--- config.mk ---
export PLATFORM = sky130hd
export DESIGN_NAME = forward_hazard_unit
export DESIGN_NICKNAME = d
export VERILOG_FILES = /design/src/rtl/forward_hazard_unit.sv
export SDC_FILE = /design/constraint.sdc
export NUM_CORES = 1
export LEC_CHECK = 0
export ABC_AREA = 1
export CAP_MARGIN = 5
export CORE_AREA = 2 2 166 168
export DETAILED_ROUTE_END_ITERATION = 7
export DIE_AREA = 0 0 168 170
export PLACE_DENSITY = 0.48
export SKIP_CTS_REPAIR_TIMING = 1
export SYNTH_ARGS = -nofsm -noshare
export SYNTH_HDL_FRONTEND = slang
export SYNTH_SLANG_ARGS = --single-unit
export TNS_END_PERCENT = 5
--- constraint.sdc ---
create_clock -name clk -period 3.21 [get_ports clk]
set_clock_uncertainty 0.2 [all_clocks]
set_input_delay 0.4815 -clock clk [delete_from_list [all_inputs] [get_ports clk]]
set_output_delay 0.4815 -clock clk [all_outputs]
set_load 0.01 [all_outputs]
--- src/rtl/forward_hazard_unit.sv ---
// Purpose: EX/MEM operand forwarding, load-use stall and branch flush for the 64-bit pipeline.
// Latency: forwarding, stall and flush are same-cycle combinational; MEM slot lags EX by one cycle.
// Backpressure: stall holds PC and IF/ID for exactly one cycle per load-use event; flush wins over stall.
//
// Ports:
//   clk, reset            clock, asynchronous active-low reset
//   ex_*                  EX-stage result, destination, write/load/forwardable flags, taken branch
//   mem_data              MEM-stage writeback value
//   id_rn/id_rm           ID source registers, id_rf_da/id_rf_db their register-file values
//   fwd_da/fwd_db         operands delivered to EX, fwd_sel_a/b: 00 RF, 01 EX, 10 MEM
//   stall, flush          hazard controls, stall_count saturating count of stall cycles
module forward_hazard_unit #(
  parameter logic [4:0] XZR_IDX = 5'd31,
  parameter int         CNT_W   = 16
) (
  input  logic             clk,
  input  logic             reset,
  input  logic [63:0]      ex_result,
  input  logic [4:0]       ex_rd,
  input  logic             ex_fwd_en,
  input  logic             ex_regwrite,
  input  logic             ex_memtoreg,
  input  logic             ex_br_taken,
  input  logic [63:0]      mem_data,
  input  logic [4:0]       id_rn,
  input  logic [4:0]       id_rm,
  input  logic [63:0]      id_rf_da,
  input  logic [63:0]      id_rf_db,
  output logic [63:0]      fwd_da,
  output logic [63:0]      fwd_db,
  output logic [1:0]       fwd_sel_a,
  output logic [1:0]       fwd_sel_b,
  output logic             stall,
  output logic             flush,
  output logic [CNT_W-1:0] stall_count
);

  typedef enum logic {
    IDLE  = 1'b0,
    STALL = 1'b1
  } state_t;

  localparam logic [1:0] SEL_RF  = 2'b00;
  localparam logic [1:0] SEL_EX  = 2'b01;
  localparam logic [1:0] SEL_MEM = 2'b10;

  state_t     state;
  logic [4:0] mem_rd;
  logic       mem_wr;
  logic       ex_live;
  logic       hz;
  logic       bubble;

  // While stalled the EX stage holds a bubble, so its inputs are ignored.
  assign ex_live = (state == IDLE);

  assign hz = ex_live & ex_regwrite & ex_memtoreg & (ex_rd != XZR_IDX)
            & ((ex_rd == id_rn) | (ex_rd == id_rm));

  assign flush  = ex_br_taken;
  assign stall  = hz & ~ex_br_taken;
  // A flushed or stalled EX slot must not become a writing MEM slot.
  assign bubble = (state == STALL) | flush;

  // Source select; EX match beats MEM match, the zero register never forwards.
  function automatic logic [1:0] pick_src(
    input logic [4:0] rs,
    input logic       live,
    input logic       fwd_en,
    input logic [4:0] erd,
    input logic       mwr,
    input logic [4:0] mrd
  );
    logic [1:0] sel;
    sel = SEL_RF;
    if (rs == XZR_IDX)                      sel = SEL_RF;
    else if (live && fwd_en && (erd == rs)) sel = SEL_EX;
    else if (mwr && (mrd == rs))            sel = SEL_MEM;
    return sel;
  endfunction

  assign fwd_sel_a = pick_src(id_rn, ex_live, ex_fwd_en, ex_rd, mem_wr, mem_rd);
  assign fwd_sel_b = pick_src(id_rm, ex_live, ex_fwd_en, ex_rd, mem_wr, mem_rd);

  always_comb begin
    fwd_da = id_rf_da;
    case (fwd_sel_a)
      SEL_EX:  fwd_da = ex_result;
      SEL_MEM: fwd_da = mem_data;
      default: fwd_da = id_rf_da;
    endcase
  end

  always_comb begin
    fwd_db = id_rf_db;
    case (fwd_sel_b)
      SEL_EX:  fwd_db = ex_result;
      SEL_MEM: fwd_db = mem_data;
      default: fwd_db = id_rf_db;
    endcase
  end

  // MEM slot and stall FSM; a stall always lasts exactly one cycle.
  always_ff @(posedge clk or negedge reset) begin
    if (!reset) begin
      state  <= IDLE;
      mem_rd <= 5'd0;
      mem_wr <= 1'b0;
    end else begin
      mem_rd <= ex_rd;
      mem_wr <= ex_regwrite & ~bubble;
      case (state)
        IDLE:    state <= stall ? STALL : IDLE;
        STALL:   state <= IDLE;
        default: state <= IDLE;
      endcase
    end
  end

  always_ff @(posedge clk or negedge reset) begin
    if (!reset) begin
      stall_count <= '0;
    end else if (stall && (stall_count != {CNT_W{1'b1}})) begin
      stall_count <= stall_count + {{(CNT_W-1){1'b0}}, 1'b1};
    end
  end

endmodule

; ---- Word-level counts from Yosys, hierarchy flattened
; Index checks and enable logic that the tools add are counted.
[totals]
regBits = 23
in_bits = 277
output_inout_bits = 150
elab_cells = 44
[classes]
add_sub_neg = 1
eq_ne = 12
n_mux = 10
n_bitwise = 11
n_reduce_logical = 6
[ops]
columns = operator, count
row1 = 64-bit case mux with 2 select lines, 2
row2 = 5-bit == test, 4
row3 = 16-bit by 1-bit adder with 16-bit output (second input constant), 1
row4 = 16-bit != test (second input constant), 1
row5 = 2-bit 2-to-1 mux, 6
row6 = 5-bit == test (second input constant), 2
row7 = 1-bit bitwise AND, 6
row8 = 1-bit logical AND, 6
row9 = 5-bit != test (second input constant), 1
row10 = 2-bit by 1-bit == test with 1-bit output (second input constant), 2
row11 = 2-bit == test (second input constant), 2
row12 = 1-bit NOT, 3
row13 = 1-bit OR, 2
row14 = 1-bit case mux with 2 select lines, 1
row15 = 1-bit 2-to-1 mux, 1

; ---- Depth between registers and ports, before layout
[logic_depth]
ltp_word = 8
mapped_depth = 14
mapped_depth_nobuf = 13

; ---- Worst setup path after synthesis
; OpenSTA, ideal clock, no wires.
[synth_timing]
path_type = input port to output port
startpoint = input id_rm[1]
endpoint = output fwd_db[10]
arrival_time_ns = 2.522
required_time_ns = 2.528
path_slack_ns = 0.006
path_stages = 14
path_buffers = 2
path_cell_list = inv_1 -> nand2_1 -> nand2_1 -> nor2_1 -> nand3_2 -> nor3_1 -> inv_1 -> nor2_1 -> inv_1 -> ha_1 -> clkbuf_1 -> clkbuf_1 -> a21oi_1 -> a21oi_1
[synth_between]
elab_cells_between_ends = 11
classes_between = 5 x eq/ne / 4 x mux / 2 x reduce/logical
[synth_rtl]
columns = item, line
row1 = start: declaration, 26  ; input logic [4:0] id_rm,
row2 = 5-bit == test, 77  ; else if (live && fwd_en && (erd == rs)) sel = SEL_EX;
row3 = 1-bit logical AND, 77
row4 = 2-bit 2-to-1 mux, 77
row5 = 2-bit 2-to-1 mux (*), 76  ; if (rs == XZR_IDX) sel = SEL_RF;
row6 = named net fwd_sel_b[0], 32  ; output logic [1:0] fwd_sel_b,
row7 = 2-bit == test / 2-bit by 1-bit == test with 1-bit output (equally long branches), 96  ; case (fwd_sel_b)
row8 = 64-bit case mux with 2 select lines (*), 96
row9 = end: declaration, 30  ; output logic [63:0] fwd_db,
; Mark *: on every way through the listed nets, which the timed path passes. The rest lies on a longest branch.

; ---- Worst setup path in the final report
[layout_timing]
startpoint = input id_rm[0]
endpoint = output fwd_db[21]
[layout_between]
elab_chain_len = 7
elab_cells_between_ends = 11
classes_between = 5 x eq/ne / 4 x mux / 2 x reduce/logical
[layout_rtl]
columns = item, line
row1 = 5-bit == test, 78  ; else if (mwr && (mrd == rs)) sel = SEL_MEM;
row2 = 1-bit logical AND, 78
row3 = 2-bit 2-to-1 mux, 78
row4 = 2-bit 2-to-1 mux, 77
row5 = 2-bit 2-to-1 mux (*), 76
row6 = 2-bit == test / 2-bit by 1-bit == test with 1-bit output (equally long branches), 96
row7 = 64-bit case mux with 2 select lines (*), 96
; Every way passes the cells marked *; elsewhere a longest branch is shown, timed or not.

==> results <==
per-layer routing:
layer  wire, µm  vias up  GRT usage [%]
li1           -     3654              -
met1      14400     3436           25.2
met2      16800      336           35.4
met3       2250       56           3.84
met4        825        4           6.05
met5         27        -              0
worst max-delay path: cells and delay by family:
family | cells | cell delay (ns)
buffers and inverters | 6 | 0.80
AND/OR/NAND/NOR | 3 | 0.60
AO/OA/AOI/OAI | 3 | 0.38
adder cells (fa/ha/maj) | 1 | 0.26
stage by stage:
stage | util (%) | hold slack (ns) | std cells
final | 37.8 | 0.230 | 1643
after global routing | 37.8 | 0.229 | 1643
after CTS | 36.2 | 0.321 | 1607
after detailed placement | 35.9 | 0.297 | 1603
after global placement | 35.9 | 0.304 | 1603
after floorplan | - | -0.0141 | 807
worst paths after layout:
path                                             start  depth (start not counted)                     endpoint
setup / recovery                              id_rm[0]                         13                   fwd_db[21]
hold / removal                                ex_rd[2]                          2          mem_rd[2]$_DFF_PN0_
setup reg to reg            stall_count[1]$_DFFE_PN0P_                          8  stall_count[12]$_DFFE_PN0P_
hold reg to reg            stall_count[15]$_DFFE_PN0P_                          2  stall_count[15]$_DFFE_PN0P_
max in group asynchronous                        reset                          2          mem_rd[4]$_DFF_PN0_
min in group asynchronous                        reset                          2  stall_count[14]$_DFFE_PN0P_
layout by cell type, fill, tap and decap left out, types with 3 or more instances in the layout:
cell type,synthesis,routed
clkdlybuf4s50_1,0,283
a21oi_1,258,227
nand2_1,210,197
nor2_1,143,127
buf_2,0,67
buf_4,1,65
clkbuf_2,0,38
a21oi_2,0,31
inv_1,38,26
buf_12,0,25
dlymetal6s2s_1,0,24
dfrtp_1,23,23
buf_6,0,18
nand3_1,16,16
clkbuf_16,0,16
nor2_2,3,15
nand2_2,0,13
inv_2,5,13
xor2_1,9,8
nor2_4,3,7
buf_8,0,7
diode_2,0,6
nand4_1,6,6
nor3_1,7,5
nand3_2,4,4
xnor2_1,6,4
ha_4,0,4
o21ai_0,3,3
cell type report:
cell class / count / area, µm²
Sequential cell: 23 / 576
Clock inverter: 1 / 5.00
Clock buffer: 3 / 75.1
Tap cell: 341 / 427
Multi-Input combinational cell: 685 / 3510
Timing Repair Buffer: 540 / 5280
Fill cell: 2930 / 16600
Antenna cell: 6 / 15.0
Inverter: 44 / 180
sequential cells by signal, indices dropped and copies added, names as in the netlist:
| signal | flops |
|---|---|
| mem_wr | 1 |
| mem_rd | 5 |
| state | 1 |
| stall_count | 16 |
logic make-up after synthesis:
logic type	Yosys count	synth area share (%)
DFF	23	13.9
xor gates and xnor gates	15	3.17
buffers and inverters	99	9.04
AOI/OAI and AO/OA	264	32.1
adders and majority gates	5	1.51
and+or+nand+nor	401	40.3
power groups by stage:
stage	Clock (mW)	Sequential, mW	Combinational [mW]
floorplan	0	0.336	0.322
global placement	0	0.334	1.16
detailed placement	0	0.335	1.15
CTS	0.286	0.329	1.16
global route	0.296	0.333	1.22
finish	0.276	0.329	1.14
==> results.json <==
{
  "cts_buffer_depth": 2,
  "setup_slack_ns": -0.0132,
  "status": "complete, but fails checks",
  "yosysWarnings": 0,
  "p_leak_nw": 4.52,
  "final-setup-viol-count": 1,
  "cts-htree-levels": 1,
  "vias_per_cell": 4.56,
  "pre_cts_slack_ns": -1.02,
  "synth_cell_types": 29,
  "root_buffer": "clkbuf_16",
  "ant_nets": 0,
  "ys_ff_latch": 23,
  "synth_top_area_cell": "a21oi_1",
  "port_buffers": 426,
  "fin_total_pwr_mw": 1.75,
  "clock_sinks": 23,
  "rows": 60,
  "fp.dieH_um": 170,
  "critical-path-max-stage-delay_ns": 0.30,
  "power.density_nw_per_um2": 174,
  "post_dp_cell_area_um2": 9570,
  "seq_area_frac_synth_pct": 13.9,
  "crit_fanout": 7,
  "synth_cells": 807,
  "num_io_pins": 427,
  "cts_tree": "done",
  "power.share.clock_pct": 15.8,
  "violations": "setup timing",
  "cp-start-kind": "input pin",
  "grt_pass1_wl_um": 44400,
  "syn2layout_area_growth_pct": 143,
  "gp_congestion": 0.897,
  "grt_pass1_vias": 7170,
  "syn_nets": 1089,
  "slew_headroom_pct": 73.6,
  "die_w_um": 168,
  "synth-edff-count": 0,
  "post-dp-hpwl_um": 25300,
  "cp-end-kind": "output pin",
  "yosys-top-cells-area": "a21oi_1 (31%), nand2_1 (19%), dfrtp_1 (14%)",
  "hp-class": "in2reg",
  "routed-via-count": 7486,
  "grt_max_degree": 43,
  "drtIter0Drc": 500,
  "antenna_found_initial": 8,
  "grt_overflow": 0,
  "postSynthAreaPerCell_um2": 5.14,
  "critPathSlowestCell": "or2_2",
  "seq_power_share_pct": 18.8,
  "clk_pin_slew_ns": 0.06,
  "fin_nets": 1579,
  "slew_viol_final": 0,
  "worstMarginPinSlew_ns": 0.392,
  "netlist_area_um2": 4150,
  "finalWirelength_um": 34300,
  "critPathRequiredTime_ns": 2.53,
  "yosys-top-cells-count": "a21oi_1 (258), nand2_1 (210), nor2_1 (143)",
  "yosysMostFrequentCell": "a21oi_1",
  "critPathArrivalTime_ns": 2.54,
  "tns_ns": -0.0132,
  "swShare_pct": 36.1,
  "post-route-period-util_pct": 100,
  "drc": 0,
  "rsz0062_at_grt": "yes",
  "fin_crit_ns": 3.22,
  "dieArea_um2": 28600,
  "cap_violations": 0,
  "critical_path_class": "in2out",
  "switchingPower_mw": 0.631,
  "vdd_ir_drop_max_uv": 161,
  "hold_viol_final": 0,
  "fp.coreArea_um2": 26700,
  "wl_per_cell_um": 20.9,
  "synth_ff_type": "dfrtp_1",
  "numCtsBuffers": 3,
  "critical_path.cell_chain": "buf_8, buf_4, or2_2, a21oi_2, nand3_1, nor2_4, ha_4, buf_12, buf_8, buf_12, a21oi_1, a21oi_1, dlymetal6s2s_1",
  "p_int_mw": 1.12,
  "fmax_mhz": 310,
  "grtUsageTotal_pct": 20.2,
  "drt-pass1-iter-count": 5,
  "async_reset_ff_share_pct": 100,
  "worstSkewPairLatency_ns": 0.26,
  "yosysTopAreaCellShare_pct": 31.1,
  "p_comb_share_pct": 65.3,
  "drive_gt1_share_pct": 26.5,
  "regToRegSetupSlack_ns": 1.36,
  "final_area_um2": 10100,
  "initial_core_util_pct": 15.6
}
(Power assumes the default switching activity.)
